### src/rtl/uart_pkg.sv
// Shared UART constants used by the RX, TX, controller and TX FIFO blocks.
package uart_pkg;

  localparam int UART_DATA_W = 8;
  localparam logic [UART_DATA_W-1:0] ASCII_CR = 8'h0D;
  localparam logic [UART_DATA_W-1:0] ASCII_LF = 8'h0A;

endpackage

### src/rtl/uart_tx_fifo_if.sv
// Producer/transmitter-side bundle of the UART TX FIFO; master = producer/TX side, slave = FIFO.
interface uart_tx_fifo_if
  import uart_pkg::*;
#(
  parameter int DEPTH = 16,
  parameter int PTR_W = $clog2(DEPTH)
);

  logic [UART_DATA_W-1:0] wr_data_i;
  logic                   wr_en_i;
  logic [UART_DATA_W-1:0] tx_data_o;
  logic                   tx_data_valid_o;
  logic                   tx_data_ready_i;
  logic [PTR_W:0]         count_o;
  logic                   full_o;
  logic                   empty_o;
  logic                   overflow_o;

  modport master (
    output wr_data_i, wr_en_i, tx_data_ready_i,
    input  tx_data_o, tx_data_valid_o, count_o, full_o, empty_o, overflow_o
  );

  modport slave (
    input  wr_data_i, wr_en_i, tx_data_ready_i,
    output tx_data_o, tx_data_valid_o, count_o, full_o, empty_o, overflow_o
  );

endinterface

### src/rtl/uart_tx_fifo_mem.sv
// Distributed-RAM byte store: synchronous write, asynchronous read.
// With UART_TX_FIFO_CRLF_EN a second write port stores the LF of a CR/LF pair.
module uart_tx_fifo_mem
  import uart_pkg::*;
#(
  parameter int DEPTH = 16,
  parameter int PTR_W = $clog2(DEPTH)
) (
  input  logic                   clk,
  input  logic                   wr_en_a,
  input  logic [PTR_W-1:0]       wr_addr_a,
  input  logic [UART_DATA_W-1:0] wr_data_a,
`ifdef UART_TX_FIFO_CRLF_EN
  input  logic                   wr_en_b,
  input  logic [PTR_W-1:0]       wr_addr_b,
  input  logic [UART_DATA_W-1:0] wr_data_b,
`endif
  input  logic [PTR_W-1:0]       rd_addr,
  output logic [UART_DATA_W-1:0] rd_data
);

  logic [UART_DATA_W-1:0] mem_r [DEPTH];

  // Storage write ports; contents are intentionally not reset.
  always_ff @(posedge clk) begin
    if (wr_en_a) begin
      mem_r[wr_addr_a] <= wr_data_a;
    end
`ifdef UART_TX_FIFO_CRLF_EN
    if (wr_en_b) begin
      mem_r[wr_addr_b] <= wr_data_b;
    end
`endif
  end

  assign rd_data = mem_r[rd_addr];

endmodule

### src/rtl/uart_tx_fifo.sv
// First-word-fall-through byte FIFO feeding the UART transmitter; drops and flags writes when full.
// Optional macro UART_TX_FIFO_CRLF_EN expands each LF write into a CR/LF pair.
module uart_tx_fifo
  import uart_pkg::*;
#(
  parameter int DEPTH = 16,
  parameter int PTR_W = $clog2(DEPTH)
) (
  input logic           clk_i,
  input logic           rst_i,
  uart_tx_fifo_if.slave bus
);

  localparam logic [PTR_W:0] DEPTH_CNT = (PTR_W+1)'(DEPTH);

  logic [PTR_W-1:0] wr_ptr_r;
  logic [PTR_W-1:0] rd_ptr_r;
  logic [PTR_W:0]   count_r;
  logic             full_r;
  logic             empty_r;
  logic             overflow_r;

  logic             pop_s;
  logic             wr_one_s;
  logic             drop_s;
  logic [PTR_W:0]   wr_cnt_s;
  logic [PTR_W:0]   count_nxt_s;
  logic [PTR_W-1:0] wr_ptr_nxt_s;
`ifdef UART_TX_FIFO_CRLF_EN
  localparam logic [PTR_W:0] PAIR_MAX = (PTR_W+1)'(DEPTH - 2);
  logic             wr_two_s;
`endif

  assign pop_s = ~empty_r & bus.tx_data_ready_i;

  // Write acceptance and next count/pointer; a same-cycle pop never frees space for a write.
  always_comb begin
    wr_one_s = 1'b0;
    drop_s   = 1'b0;
`ifdef UART_TX_FIFO_CRLF_EN
    wr_two_s = 1'b0;
    if (bus.wr_en_i && (bus.wr_data_i == ASCII_LF)) begin
      if (count_r <= PAIR_MAX) begin
        wr_two_s = 1'b1;
      end else begin
        drop_s = 1'b1;
      end
    end else if (bus.wr_en_i) begin
      if (!full_r) begin
        wr_one_s = 1'b1;
      end else begin
        drop_s = 1'b1;
      end
    end else begin
      drop_s = 1'b0;
    end
    wr_cnt_s = (PTR_W+1)'({wr_two_s, wr_one_s});
`else
    if (bus.wr_en_i) begin
      if (!full_r) begin
        wr_one_s = 1'b1;
      end else begin
        drop_s = 1'b1;
      end
    end else begin
      drop_s = 1'b0;
    end
    wr_cnt_s = (PTR_W+1)'(wr_one_s);
`endif
    count_nxt_s  = count_r + wr_cnt_s - (PTR_W+1)'(pop_s);
    wr_ptr_nxt_s = wr_ptr_r + wr_cnt_s[PTR_W-1:0];
  end

  // Pointer, count and registered status flags.
  always_ff @(posedge clk_i) begin
    if (rst_i) begin
      wr_ptr_r   <= {PTR_W{1'b0}};
      rd_ptr_r   <= {PTR_W{1'b0}};
      count_r    <= {(PTR_W+1){1'b0}};
      full_r     <= 1'b0;
      empty_r    <= 1'b1;
      overflow_r <= 1'b0;
    end else begin
      wr_ptr_r   <= wr_ptr_nxt_s;
      rd_ptr_r   <= rd_ptr_r + PTR_W'(pop_s);
      count_r    <= count_nxt_s;
      full_r     <= (count_nxt_s == DEPTH_CNT);
      empty_r    <= (count_nxt_s == {(PTR_W+1){1'b0}});
      overflow_r <= overflow_r | drop_s;
    end
  end

  uart_tx_fifo_mem #(
    .DEPTH (DEPTH),
    .PTR_W (PTR_W)
  ) u_mem (
    .clk       (clk_i),
`ifdef UART_TX_FIFO_CRLF_EN
    .wr_en_a   (wr_one_s | wr_two_s),
    .wr_addr_a (wr_ptr_r),
    .wr_data_a (wr_two_s ? ASCII_CR : bus.wr_data_i),
    .wr_en_b   (wr_two_s),
    .wr_addr_b (wr_ptr_r + PTR_W'(1)),
    .wr_data_b (ASCII_LF),
`else
    .wr_en_a   (wr_one_s),
    .wr_addr_a (wr_ptr_r),
    .wr_data_a (bus.wr_data_i),
`endif
    .rd_addr   (rd_ptr_r),
    .rd_data   (bus.tx_data_o)
  );

  assign bus.tx_data_valid_o = ~empty_r;
  assign bus.count_o         = count_r;
  assign bus.full_o          = full_r;
  assign bus.empty_o         = empty_r;
  assign bus.overflow_o      = overflow_r;

endmodule

### src/flat_wrapper.sv
// flat-port wrapper written by rule: the top's interface ports become plain ports
module uart_tx_fifo_flat import uart_pkg::*;
#(
  parameter int DEPTH = 16,
  parameter int PTR_W = $clog2(DEPTH)
)
  (clk_i, rst_i, bus_wr_data_i, bus_wr_en_i, bus_tx_data_ready_i, bus_tx_data_o, bus_tx_data_valid_o, bus_count_o, bus_full_o, bus_empty_o, bus_overflow_o);
  uart_tx_fifo_if #(.DEPTH(DEPTH), .PTR_W(PTR_W)) bus_i ();
  input logic clk_i;
  input logic rst_i;
  input wire logic [$bits(bus_i.wr_data_i)-1:0] bus_wr_data_i;
  input wire logic [$bits(bus_i.wr_en_i)-1:0] bus_wr_en_i;
  input wire logic [$bits(bus_i.tx_data_ready_i)-1:0] bus_tx_data_ready_i;
  output wire logic [$bits(bus_i.tx_data_o)-1:0] bus_tx_data_o;
  output wire logic [$bits(bus_i.tx_data_valid_o)-1:0] bus_tx_data_valid_o;
  output wire logic [$bits(bus_i.count_o)-1:0] bus_count_o;
  output wire logic [$bits(bus_i.full_o)-1:0] bus_full_o;
  output wire logic [$bits(bus_i.empty_o)-1:0] bus_empty_o;
  output wire logic [$bits(bus_i.overflow_o)-1:0] bus_overflow_o;
  assign bus_i.wr_data_i = bus_wr_data_i;
  assign bus_i.wr_en_i = bus_wr_en_i;
  assign bus_i.tx_data_ready_i = bus_tx_data_ready_i;
  assign bus_tx_data_o = bus_i.tx_data_o;
  assign bus_tx_data_valid_o = bus_i.tx_data_valid_o;
  assign bus_count_o = bus_i.count_o;
  assign bus_full_o = bus_i.full_o;
  assign bus_empty_o = bus_i.empty_o;
  assign bus_overflow_o = bus_i.overflow_o;
  uart_tx_fifo #(.DEPTH(DEPTH), .PTR_W(PTR_W)) u_core (.clk_i(clk_i), .rst_i(rst_i), .bus(bus_i));
endmodule
### config.mk
export PLATFORM = sky130hd
export DESIGN_NAME = uart_tx_fifo_flat
export DESIGN_NICKNAME = d
export VERILOG_FILES = /design/src/rtl/uart_pkg.sv /design/src/rtl/uart_tx_fifo_if.sv /design/src/rtl/uart_tx_fifo_mem.sv /design/src/rtl/uart_tx_fifo.sv /design/src/flat_wrapper.sv
export SDC_FILE = /design/constraint.sdc
export NUM_CORES = 1
export LEC_CHECK = 0
export CAP_MARGIN = 10
export CORE_MARGIN = 2
export CORE_UTILIZATION = 49
export DETAILED_ROUTE_END_ITERATION = 10
export GPL_ROUTABILITY_DRIVEN = 0
export PLACE_DENSITY = 0.71
export SYNTH_ARGS = -nofsm -noshare
export SYNTH_HDL_FRONTEND = slang
export SYNTH_SLANG_ARGS = --single-unit
### constraint.sdc
create_clock -name clk_i -period 6.3 [get_ports clk_i]
set_input_delay 1.575 -clock clk_i [delete_from_list [all_inputs] [get_ports clk_i]]
set_output_delay 1.575 -clock clk_i [all_outputs]
set_load 0.005 [all_outputs]
==> results.md <==
- RSZ-0062 raised after global routing: false
- CTS tree: yes
- Data required time at the worst endpoint: between 4000 and 5000 ps
- Clock latency on the worst-skew pair: just over 400 ps
- Initial DRC count: 319
- Number of buffers and inverters on the critical path: 2
- Number of global-route vias before repair: a little under 3000
- Tot Pwr: approximately 2500 µW
- Post-synth ARST share: 0
- Commonest cells in the netlist: 128 x edfxtp_1, 23 x nor2_1, 20 x mux4_2
- Via density: 5.60
- Worst Setup Path Type: flop to output pin
- Leak: ~0.0022 µW
- Slowest library cell on the worst path: mux4_1
- F_max: between 200 and 250 MHz
- Hold bufs inserted after CTS: 0
- Placed cells: about 450
- Core Box Area: between 10000 and 15000 µm²
- Hold crit path type: flop to flop
- Worst-Margin Slew: approximately 1000 ps
- DIE AREA: between 10000 and 15000 µm²
- Setup TNS: 0 ps
- Post-DP HPWL: 6.38 mm
- Pwr Density: between 300 and 400 nW/µm²
- Area leader, netlist: edfxtp_1
- Worst path max stage delay: about 620 ps
- Synthesized flop and latch total: around 140
- Wire length per cell: 22.0 µm
- Area Overhead vs Synth: 17.3%
- Final wirelength: 10.7 mm
- All-layer global routing usage: 0.181
- Root Driver: clkbuf_16
- Layout cell share with drive strength beyond 1: 0.169
- Main flop type after synthesis: edfxtp_1
- Antenna-violating nets left: 0
- Die X: 112 µm
- Avg Inst Size Synth: 19.4 µm²
- Most common cell in the netlist: edfxtp_1
- Max clock buf depth: 2
- Total gr overflow: 0
- First-pass GRT wire length: roughly 16 mm
- Chip height: approximately 110 µm
- Syn Inst Count: a little under 300
- Pin count of the biggest net entering global routing: 35
- CP startpoint kind: flop
- Cells along the critical path: buf_4 > mux4_1 > a22oi_1 > nand2_1 > clkdlybuf4s50_1
- Post-layout minimum cycle time: 4430 ps
- Number of synthesized flops with an enable pin: ~130
- Drc violations: 0
- Post-route clock period utilization: 0.703
- Synth cell types: 31
- Clock Skew: 6.10 ps
- CP Data Arrival Time: around 2900 ps
- Final antenna diode count: 0
- Post-CTS Setup Bufs: 0
- Initial antenna violation count: 0
- VDD IR max: approximately 0.00032 V
- CP Capture Type: output pin
- Standard-cell rows: 39
- Initial core utilization: 0.499
- WHS: approximately 490 ps
- Final #Nets: 350
- H-tree levels: 4
- Yosys warning count: 0
- Mapped cell area: between 5000 and 6000 µm²
- I/O Buffers: 28
- Slew margin rel.: 0.331
- Clk pin slew, worst setup/hold paths: ~60 ps
- Syn nets: roughly 310
- Crit path max fanout: 28
- Post-synth top area share: 0.677
- Top cells by area, synth: edfxtp_1 68%, mux4_2 7.9%, dfxtp_1 5.6%
- Final setup viols: 0
- Final worst setup slack: around 1900 ps
- Vias: 2724
- Status: finished clean
- Clock buffer count from CTS: 17
- Post-CTS Resized: 0
- Layout Cells excl Fill: 486
- Seq/Total Area, Yosys: 0.734
- CTS sink cnt: 144
- Io pins: 29
- Pre-CTS setup slack: ~2000 ps
- Hold Fails Final Rpt: 0
- Crit path max-delay family: buffers and inverters
- Max-Cap Viols: 0
- Max-slew violation count: 0
- 1st-pass router iterations: 4
==> power by group <==
group | leakage, µW | internal [µW] | switching, µW
registers | 0.00129 | 1090 | 33.9
logic | 0.000632 | 220 | 189
clock network | 0.000274 | 581 | 377
total | 0.00219 | 1890 | 600
==> layer usage <==
layer / part of all wire / GRT usage / routed length [µm] / vias up
met3: 0.067 / 0.0463 / 719 / 10
met4: 0.013 / 0.0691 / 143 / 0
met2: 0.52 / 0.303 / 5600 / 93
met5: 0 / 0 / 0 / -
li1: - / - / - / 1248
met1: 0.40 / 0.231 / 4250 / 1373
==> worst register-to-register path, cell delays in order (launching register included) <==
cell and delay, ps:
dfxtp_1 330, nor2b_1 370, xor2_1 120, ha_1 230, fa_1 410, a21o_1 200
a21oi_1 180, xnor2_1 130, nor4bb_1 290
==> sequential cells by signal, summed over array words and instances, names as in the netlist <==
signal	flops
u_core.u_mem.mem_r	128
u_core.wr_ptr_r	4
u_core.bus.empty_o	1
u_core.bus.overflow_o	1
u_core.bus.count_o	5
u_core.rd_ptr_r	4
u_core.bus.full_o	1
==> kinds of logic (layout without fill, tap and decap cells) <==
family	Yosys count	count (layout)	synth area share
muxes	32	32	0.135
xor gates and xnor gates	10	10	0.0154
DFF	144	144	0.734
adders and majority gates	8	8	0.0190
and+or+nand+nor	58	58	0.0496
buffers and inverters	18	69	0.0190
AOI/OAI and AO/OA	22	22	0.0282
==> per-stage QoR <==
step,cell area (µm²),utilization
2_1_floorplan,5670,-
3_3_place_gp,6080,0.535
3_5_place_dp,6080,0.535
4_1_cts,6650,0.585
5_1_grt,6660,0.585
6_report,6660,0.585
==> cell type report <==
| cell class | count | area [µm²] |
|---|---|---|
| Inverter | 5 | 18.8 |
| Multi-Input combinational cell | 130 | 1410 |
| Sequential cell | 144 | 4170 |
| Timing Repair Buffer | 32 | 310 |
| Clock buffer | 18 | 429 |
| Tap cell | 143 | 179 |
| Clock inverter | 14 | 141 |
| Fill cell | 849 | 4710 |
==> final timing paths <==
path / from / end / slack, ps / cells past startpoint
min: u_core.bus.overflow_o / u_core.bus.overflow_o / 490 / 2
max reg2reg: u_core.bus.empty_o / u_core.bus.full_o / 3940 / 8
max: u_core.rd_ptr_r[0] / bus_tx_data_o[1] / 1870 / 5
min reg2reg: u_core.bus.overflow_o / u_core.bus.overflow_o / 490 / 2
==> layout by cell type, fill, tap and decap left out <==
cell type / instances
inv_6: 2
clkdlybuf4s50_1: 28
xor2_1: 5
nor2b_1: 9
nand4_1: 1
a22oi_1: 16
nand2b_1: 3
mux4_2: 20
edfxtp_1: 128
and2_1: 2
clkinv_2: 4
or3b_2: 1
buf_4: 3
dfxtp_1: 15
a21oi_1: 3
ha_1: 7
dfxtp_2: 1
clkbuf_4: 1
clkbuf_16: 17
nand2_1: 10
xnor2_1: 5
a41o_1: 1
fa_1: 1
clkinv_4: 2
nor4bb_1: 1
clkinv_1: 1
nand3_1: 2
nand3b_1: 2
clkbuf_1: 1
nor3_1: 2
nor3_2: 2
nor2_1: 23
inv_1: 5
bufinv_16: 2
clkinvlp_4: 3
mux4_1: 12
a21o_1: 2
Power figures use the tool's default switching activity.
